--- src/rtl/state_pkg.sv ---
// Shared types and constants for the state register file client.
package state_pkg;

  localparam int POS_W   = 5;
  localparam int ADDR_W  = 12;
  localparam int DEPTH   = 1 << ADDR_W;
  localparam int CNT_W   = ADDR_W + 1;
  localparam int WDATA_W = POS_W + ADDR_W;
  localparam int ENTRY_W = 1 + POS_W + ADDR_W;

  // Bit positions inside an 18-bit state entry {done, pos, param_addr}
  localparam int DONE_BIT = 17;
  localparam int POS_LSB  = 12;

  localparam logic [1:0] OP_PUSH   = 2'b00;
  localparam logic [1:0] OP_NEXT   = 2'b01;
  localparam logic [1:0] OP_LOOKUP = 2'b10;
  localparam logic [1:0] OP_RSVD   = 2'b11;

  typedef enum logic [1:0] {
    S_IDLE  = 2'd0,
    S_ISSUE = 2'd1,
    S_RESP  = 2'd2
  } state_e;

  // A command is rejected when it cannot be serviced with the counters as they
  // stand before the command itself is applied.
  function automatic logic cmd_is_error(input logic [1:0]        op,
                                        input logic [ADDR_W-1:0] addr,
                                        input logic [CNT_W-1:0]  wr_cnt,
                                        input logic [CNT_W-1:0]  rd_cnt);
    logic err;
    err = 1'b0;
    case (op)
      OP_PUSH:   err = (wr_cnt == CNT_W'(DEPTH));
      OP_NEXT:   err = (rd_cnt == wr_cnt);
      OP_LOOKUP: err = ({1'b0, addr} >= wr_cnt);
      default:   err = 1'b1;
    endcase
    return err;
  endfunction

endpackage

--- src/rtl/state_issuer_if.sv ---
// Command and response channels between the recursion scheduler and the issuer.
interface state_issuer_if;
  import state_pkg::*;

  logic                cmd_valid;
  logic                cmd_ready;
  logic [1:0]          cmd_op;
  logic [POS_W-1:0]    cmd_pos;
  logic [ADDR_W-1:0]   cmd_addr;

  logic                rsp_valid;
  logic                rsp_ready;
  logic [1:0]          rsp_op;
  logic                rsp_err;
  logic [ADDR_W-1:0]   rsp_index;
  logic [ENTRY_W-1:0]  rsp_data;

  // Scheduler side
  modport master (
    output cmd_valid, cmd_op, cmd_pos, cmd_addr, rsp_ready,
    input  cmd_ready, rsp_valid, rsp_op, rsp_err, rsp_index, rsp_data
  );

  // Issuer side
  modport slave (
    input  cmd_valid, cmd_op, cmd_pos, cmd_addr, rsp_ready,
    output cmd_ready, rsp_valid, rsp_op, rsp_err, rsp_index, rsp_data
  );

endinterface

--- src/rtl/state_issuer.sv ---
// Sole master of the state register file: turns push/next/lookup commands into
// single-cycle regfile strobes and returns one response per command.
module state_issuer
  import state_pkg::*;
(
  input  logic                clk,
  input  logic                rst,
  state_issuer_if.slave       bus,
  output logic                st_we,
  output logic [WDATA_W-1:0]  st_w_data,
  output logic                st_seq_re,
  output logic                st_ran_re,
  output logic [ADDR_W-1:0]   st_ran_r_addr,
  input  logic [ADDR_W-1:0]   st_r_addr,
  input  logic [ENTRY_W-1:0]  st_r_data
);

  state_e              state_q, state_d;
  logic [1:0]          op_q, op_d;
  logic [POS_W-1:0]    pos_q, pos_d;
  logic [ADDR_W-1:0]   addr_q, addr_d;
  // Mirrors of the regfile write and sequential-read pointers
  logic [CNT_W-1:0]    wr_cnt_q, wr_cnt_d;
  logic [CNT_W-1:0]    rd_cnt_q, rd_cnt_d;
  logic                cmd_ready_q, cmd_ready_d;
  logic                we_q, we_d;
  logic                seq_re_q, seq_re_d;
  logic                ran_re_q, ran_re_d;
  logic                rsp_valid_q, rsp_valid_d;
  logic [1:0]          rsp_op_q, rsp_op_d;
  logic                rsp_err_q, rsp_err_d;
  logic [ADDR_W-1:0]   rsp_index_q, rsp_index_d;
  logic [ENTRY_W-1:0]  rsp_data_q, rsp_data_d;

  logic                cmd_err;

  assign cmd_err = cmd_is_error(bus.cmd_op, bus.cmd_addr, wr_cnt_q, rd_cnt_q);

  // Next-state and next-output logic; strobes default low so each lasts one cycle
  always_comb begin
    state_d     = state_q;
    op_d        = op_q;
    pos_d       = pos_q;
    addr_d      = addr_q;
    wr_cnt_d    = wr_cnt_q;
    rd_cnt_d    = rd_cnt_q;
    cmd_ready_d = cmd_ready_q;
    we_d        = 1'b0;
    seq_re_d    = 1'b0;
    ran_re_d    = 1'b0;
    rsp_valid_d = rsp_valid_q;
    rsp_op_d    = rsp_op_q;
    rsp_err_d   = rsp_err_q;
    rsp_index_d = rsp_index_q;
    rsp_data_d  = rsp_data_q;

    case (state_q)
      S_IDLE: begin
        if (bus.cmd_valid) begin
          op_d        = bus.cmd_op;
          pos_d       = bus.cmd_pos;
          addr_d      = bus.cmd_addr;
          cmd_ready_d = 1'b0;
          if (cmd_err) begin
            // Rejected commands skip the regfile entirely
            state_d     = S_RESP;
            rsp_valid_d = 1'b1;
            rsp_op_d    = bus.cmd_op;
            rsp_err_d   = 1'b1;
            rsp_index_d = bus.cmd_addr;
            rsp_data_d  = '0;
          end else begin
            state_d = S_ISSUE;
            case (bus.cmd_op)
              OP_PUSH:   we_d     = 1'b1;
              OP_NEXT:   seq_re_d = 1'b1;
              OP_LOOKUP: ran_re_d = 1'b1;
              default:   ;
            endcase
          end
        end
      end

      S_ISSUE: begin
        // The regfile presents the read entry during the strobe cycle
        state_d     = S_RESP;
        rsp_valid_d = 1'b1;
        rsp_op_d    = op_q;
        rsp_err_d   = 1'b0;
        case (op_q)
          OP_PUSH: begin
            rsp_index_d = wr_cnt_q[ADDR_W-1:0];
            rsp_data_d  = '0;
            wr_cnt_d    = wr_cnt_q + CNT_W'(1);
          end
          OP_NEXT: begin
            rsp_index_d = st_r_addr;
            rsp_data_d  = st_r_data;
            rd_cnt_d    = rd_cnt_q + CNT_W'(1);
          end
          default: begin
            rsp_index_d = st_r_addr;
            rsp_data_d  = st_r_data;
          end
        endcase
      end

      S_RESP: begin
        if (bus.rsp_ready) begin
          state_d     = S_IDLE;
          rsp_valid_d = 1'b0;
          cmd_ready_d = 1'b1;
        end
      end

      default: begin
        state_d     = S_IDLE;
        rsp_valid_d = 1'b0;
        cmd_ready_d = 1'b1;
      end
    endcase
  end

  // State and registered outputs; reset drops any command or response in flight
  always_ff @(posedge clk or posedge rst) begin
    if (rst) begin
      state_q     <= S_IDLE;
      op_q        <= '0;
      pos_q       <= '0;
      addr_q      <= '0;
      wr_cnt_q    <= '0;
      rd_cnt_q    <= '0;
      cmd_ready_q <= 1'b1;
      we_q        <= 1'b0;
      seq_re_q    <= 1'b0;
      ran_re_q    <= 1'b0;
      rsp_valid_q <= 1'b0;
      rsp_op_q    <= '0;
      rsp_err_q   <= 1'b0;
      rsp_index_q <= '0;
      rsp_data_q  <= '0;
    end else begin
      state_q     <= state_d;
      op_q        <= op_d;
      pos_q       <= pos_d;
      addr_q      <= addr_d;
      wr_cnt_q    <= wr_cnt_d;
      rd_cnt_q    <= rd_cnt_d;
      cmd_ready_q <= cmd_ready_d;
      we_q        <= we_d;
      seq_re_q    <= seq_re_d;
      ran_re_q    <= ran_re_d;
      rsp_valid_q <= rsp_valid_d;
      rsp_op_q    <= rsp_op_d;
      rsp_err_q   <= rsp_err_d;
      rsp_index_q <= rsp_index_d;
      rsp_data_q  <= rsp_data_d;
    end
  end

  assign bus.cmd_ready = cmd_ready_q;
  assign bus.rsp_valid = rsp_valid_q;
  assign bus.rsp_op    = rsp_op_q;
  assign bus.rsp_err   = rsp_err_q;
  assign bus.rsp_index = rsp_index_q;
  assign bus.rsp_data  = rsp_data_q;

  assign st_we         = we_q;
  assign st_w_data     = {pos_q, addr_q};
  assign st_seq_re     = seq_re_q;
  assign st_ran_re     = ran_re_q;
  assign st_ran_r_addr = addr_q;

endmodule

--- src/flat_wrapper.sv ---
// flat-port wrapper written by rule: the top's interface ports become plain ports
module state_issuer_flat import state_pkg::*;
  (clk, rst, st_we, st_w_data, st_seq_re, st_ran_re, st_ran_r_addr, st_r_addr, st_r_data, bus_cmd_valid, bus_cmd_op, bus_cmd_pos, bus_cmd_addr, bus_rsp_ready, bus_cmd_ready, bus_rsp_valid, bus_rsp_op, bus_rsp_err, bus_rsp_index, bus_rsp_data);
  state_issuer_if bus_i ();
  input  logic clk;
  input  logic rst;
  output logic st_we;
  output logic [WDATA_W-1:0] st_w_data;
  output logic st_seq_re;
  output logic st_ran_re;
  output logic [ADDR_W-1:0] st_ran_r_addr;
  input  logic [ADDR_W-1:0] st_r_addr;
  input  logic [ENTRY_W-1:0] st_r_data;
  input wire logic [$bits(bus_i.cmd_valid)-1:0] bus_cmd_valid;
  input wire logic [$bits(bus_i.cmd_op)-1:0] bus_cmd_op;
  input wire logic [$bits(bus_i.cmd_pos)-1:0] bus_cmd_pos;
  input wire logic [$bits(bus_i.cmd_addr)-1:0] bus_cmd_addr;
  input wire logic [$bits(bus_i.rsp_ready)-1:0] bus_rsp_ready;
  output wire logic [$bits(bus_i.cmd_ready)-1:0] bus_cmd_ready;
  output wire logic [$bits(bus_i.rsp_valid)-1:0] bus_rsp_valid;
  output wire logic [$bits(bus_i.rsp_op)-1:0] bus_rsp_op;
  output wire logic [$bits(bus_i.rsp_err)-1:0] bus_rsp_err;
  output wire logic [$bits(bus_i.rsp_index)-1:0] bus_rsp_index;
  output wire logic [$bits(bus_i.rsp_data)-1:0] bus_rsp_data;
  assign bus_i.cmd_valid = bus_cmd_valid;
  assign bus_i.cmd_op = bus_cmd_op;
  assign bus_i.cmd_pos = bus_cmd_pos;
  assign bus_i.cmd_addr = bus_cmd_addr;
  assign bus_i.rsp_ready = bus_rsp_ready;
  assign bus_cmd_ready = bus_i.cmd_ready;
  assign bus_rsp_valid = bus_i.rsp_valid;
  assign bus_rsp_op = bus_i.rsp_op;
  assign bus_rsp_err = bus_i.rsp_err;
  assign bus_rsp_index = bus_i.rsp_index;
  assign bus_rsp_data = bus_i.rsp_data;
  state_issuer u_core (.clk(clk), .rst(rst), .bus(bus_i), .st_we(st_we), .st_w_data(st_w_data), .st_seq_re(st_seq_re), .st_ran_re(st_ran_re), .st_ran_r_addr(st_ran_r_addr), .st_r_addr(st_r_addr), .st_r_data(st_r_data));
endmodule
--- config.mk ---
export PLATFORM = sky130hd
export DESIGN_NAME = state_issuer_flat
export DESIGN_NICKNAME = d
export VERILOG_FILES = /design/src/rtl/state_pkg.sv /design/src/rtl/state_issuer_if.sv /design/src/rtl/state_issuer.sv /design/src/flat_wrapper.sv
export SDC_FILE = /design/constraint.sdc
export NUM_CORES = 1
export LEC_CHECK = 0
export ABC_AREA = 1
export BUFFER_PORTS_ARGS = -buffer_cell sky130_fd_sc_hd__buf_2
export CORE_ASPECT_RATIO = 0.75
export CORE_MARGIN = 1
export CORE_UTILIZATION = 53
export DETAILED_ROUTE_END_ITERATION = 12
export GPL_ROUTABILITY_DRIVEN = 0
export PLACE_DENSITY = 0.92
export SLEW_MARGIN = 15
export SYNTH_ARGS = -nofsm -noshare
export SYNTH_HDL_FRONTEND = slang
export SYNTH_SLANG_ARGS = --single-unit
--- constraint.sdc ---
create_clock -name clk -period 2.85 [get_ports clk]
set_input_delay 0.1425 -clock clk [delete_from_list [all_inputs] [get_ports clk]]
set_output_delay 0.1425 -clock clk [all_outputs]
set_load 0.01 [all_outputs]
==> results.json <==
{
  "outcome": "finished, final reports clean",
  "grt_max_degree": 48,
  "worst_ep_required_time_ns": 3.17,
  "arrival_ns": 2.66,
  "syn_nets": 609,
  "die_x_um": 107,
  "grt_pass1_wl_um": 19300,
  "core-area_mm2": 0.00799,
  "setup_violations": 0,
  "critPathLaunchType": "flop",
  "htree_levels": 3,
  "fin_util_pct": 67.0,
  "tns_ns": 0,
  "cts_buffers": 9,
  "fin_nets": 721,
  "tightest_slew_ns": 0.529,
  "grt_overflow": 0,
  "crit_top_cell": "nand2_1",
  "layout_min_cycle_time_ns": 2.34,
  "route.detailed.drc": 0,
  "fmax_mhz": 427,
  "hold_viol": 0,
  "synth_cell_type_count": 30,
  "diodes": 0,
  "grt_pass1_vias": 3999,
  "maxSlewViolCount": 0,
  "ys_ff_latch": 85,
  "cts_setup_buffers": 0,
  "worst_slack_ns": 0.506,
  "syn_area_per_cell_um2": 8.14,
  "initial_core_util_pct": 55.2,
  "boundaryPins": 120,
  "clock_latency_ns": 0.37,
  "cap_violations": 0,
  "rsz0062_at_grt": "no",
  "fp.dieH_um": 81,
  "grtUsageTotal_pct": 29.3,
  "hold_path_end": "u_core.bus.rsp_data[17]",
  "cts_root_buf": "clkbuf_8",
  "worstPathMaxFanout": 34,
  "wl_per_cell_um": 15.7,
  "hold_slack_ns": 0.00323,
  "min_path_type": "input port to flop",
  "ant_nets": 0,
  "clk_pin_slew_ns": 0.09,
  "dieArea_mm2": 0.00869,
  "fin_crit_sh_pct": 82.3,
  "drt-total-wl_um": 12000,
  "powerDensity_mw_per_mm2": 902,
  "drt_first_pass_iters": 6,
  "drive_gt1_share_pct": 23.7,
  "cts.sinks": 85,
  "irDropWorstVdd_mv": 0.553,
  "cpPeakStageDelay_ns": 0.52,
  "reg2reg_slack_ns": 0.51,
  "via_count": 4297,
  "skew_ns": 0.0119,
  "hold_buffers": 8,
  "antenna_found_initial": 0,
  "fin_cells": 764,
  "end_kind": "flop",
  "hold_path.startpoint": "st_r_data[17]",
  "yosys_warnings": 0,
  "std_cell_rows": 28,
  "hpwl_um": 8530,
  "synthCells": 542,
  "area_delta_synth_final_pct": 21.4,
  "reg2reg_to": "u_core.bus.rsp_index[3]",
  "power.leakage_nw": 2.92,
  "io_buffers": 119,
  "drtIter0Drc": 402,
  "worstRegToRegCells": 15,
  "whs_path_depth": 3,
  "cpMaxStageDelayCell": "dfrtp_1",
  "dp_worst_setup_slack_ns": 0.587,
  "syn_area_mm2": 0.00441,
  "place_inst": 740,
  "cts_buffer_depth": 2,
  "cts_tree": "yes",
  "crit_type": "flop to flop",
  "crit_chain": "ha_1 -> inv_1 -> nand2_1 -> nand2_1 -> nand2_1 -> nand2_1 -> nand2_1 -> nand2_1 -> nand2_1 -> nand2_1 -> nand2_1 -> nand3_4 -> nand2_4 -> nand2_1 -> nand2_1",
  "ys_seq_area_share_pct": 48.3,
  "relSlewSlack_pct": 64.7,
  "post_drt_via_cell_ratio": 5.62,
  "worstReg2RegStart": "u_core.wr_cnt_q[0]",
  "cts_resized": 0
}
[layout make-up]
class / instances / area (µm²)
clock buffers: 9 / 124
clock inverters: 7 / 145
fillers: 598 / 2640
inverters: 49 / 185
multi-input cells: 374 / 1900
flip-flops and latches: 85 / 2130
well taps: 105 / 131
repair buffers: 135 / 736
[worst max path at each step]
stage | startpoint | to | slack [ns] | cells past startpoint
3_5_place_dp | u_core.wr_cnt_q[2] | u_core.bus.rsp_index[3] | 0.59 | 16
2_1_floorplan | rst | u_core.bus.rsp_data[0] | 0.52 | 1
5_1_grt | u_core.wr_cnt_q[1] | u_core.bus.rsp_index[0] | 0.30 | 16
3_3_place_gp | u_core.wr_cnt_q[1] | u_core.bus.rsp_valid | 0.66 | 16
4_1_cts | u_core.wr_cnt_q[2] | u_core.bus.rsp_index[0] | 0.56 | 16
6_report | u_core.wr_cnt_q[0] | u_core.bus.rsp_index[3] | 0.51 | 15
[power by group]
group          total [mW]  internal [mW]  switching [mW]
logic                1.84          0.678            1.17
registers            1.85           1.57           0.278
clock network        1.14          0.677           0.462
total                4.83           2.92            1.91
[synthesized netlist by cell type]
cell	number	area, µm²
nand2_4	1	11.3
a31oi_1	1	6.26
buf_4	15	113
nand3_1	82	410
nand2_1	144	541
nand4_1	6	37.5
o21a_1	2	15.0
clkinv_1	1	3.75
nor2_4	2	22.5
clkbuf_1	10	37.5
buf_1	5	18.8
inv_1	45	169
nor2_2	1	6.26
buf_6	1	11.3
nor2_1	39	146
nor3_2	1	10.0
mux2_2	1	11.3
dfrtp_1	84	2100
o21ai_0	31	155
dfstp_2	1	26.3
xor2_1	18	158
a21oi_1	9	45.0
nand2_2	1	6.26
inv_2	3	11.3
o22ai_1	11	68.8
nor3_1	5	25.0
ha_1	14	175
nand3_4	1	17.5
xnor2_1	4	35.0
buf_2	3	15.0
[metrics by stage]
| step | area (µm²) | power, mW |
|---|---|---|
| 2_1_floorplan | 4410 | 3.06 |
| 3_3_place_gp | 5000 | 3.58 |
| 3_5_place_dp | 5000 | 3.65 |
| 4_1_cts | 5350 | 4.82 |
| 5_1_grt | 5350 | 5.15 |
| 6_report | 5350 | 4.83 |
[cells by family (layout without fill, tap and decap cells)]
family	count (synthesis)	after routing	share of synthesized area (%)
simple gates	283	283	28.0
flops	85	85	48.3
buf+inv	83	200	8.60
compound gates	54	54	6.58
xor+xnor	22	22	4.37
fa+ha+maj	14	14	3.97
mux	1	1	0.255
[worst max-delay path: cells and delay by family, from the launching register on]
family	cells	cell delay, ns
adder cells (fa/ha/maj)	1	0.34
buffers and inverters	1	0.04
flip-flops	1	0.52
AND/OR/NAND/NOR	13	1.39
[sequential cells by signal, summed over array words and instances, names as in the netlist]
| name | count |
|---|---|
| u_core.pos_q | 5 |
| u_core.st_we | 1 |
| u_core.bus.rsp_data | 18 |
| u_core.wr_cnt_q | 13 |
| u_core.bus.rsp_valid | 1 |
| u_core.op_q | 2 |
| u_core.st_seq_re | 1 |
| u_core.bus.rsp_op | 2 |
| u_core.rd_cnt_q | 13 |
| u_core.st_ran_r_addr | 12 |
| u_core.bus.rsp_index | 12 |
| u_core.bus.rsp_err | 1 |
| u_core.st_ran_re | 1 |
| u_core.bus.cmd_ready | 1 |
| u_core.state_q | 2 |
[layer usage]
layer / up-vias / part of all wire, % / global-route usage [%]
met4: 0 / 2.0 / 10.5
met5: - / 0 / 0
met3: 24 / 9.7 / 6.82
met2: 253 / 48 / 48.1
met1: 2043 / 40 / 38.4
li1: 1977 / - / -
[layout by cell type (no fill, tap or decap), drive strengths merged]
cell type | synthesis | final
clkbuf | 10 | 9
dlygate4sd3 | 0 | 8
dfrtp | 84 | 84
nor2 | 42 | 42
mux2 | 1 | 1
dfstp | 1 | 1
xnor2 | 4 | 4
xor2 | 18 | 18
o21ai | 31 | 31
nor3 | 6 | 6
o21a | 2 | 2
clkinv | 1 | 2
a21oi | 9 | 9
a31oi | 1 | 1
buf | 24 | 127
ha | 14 | 14
clkinvlp | 0 | 1
inv | 48 | 49
bufinv | 0 | 4
nand4 | 6 | 6
nand2 | 146 | 146
o22ai | 11 | 11
nand3 | 83 | 83
No activity file was read; power rests on OpenSTA's default activity.
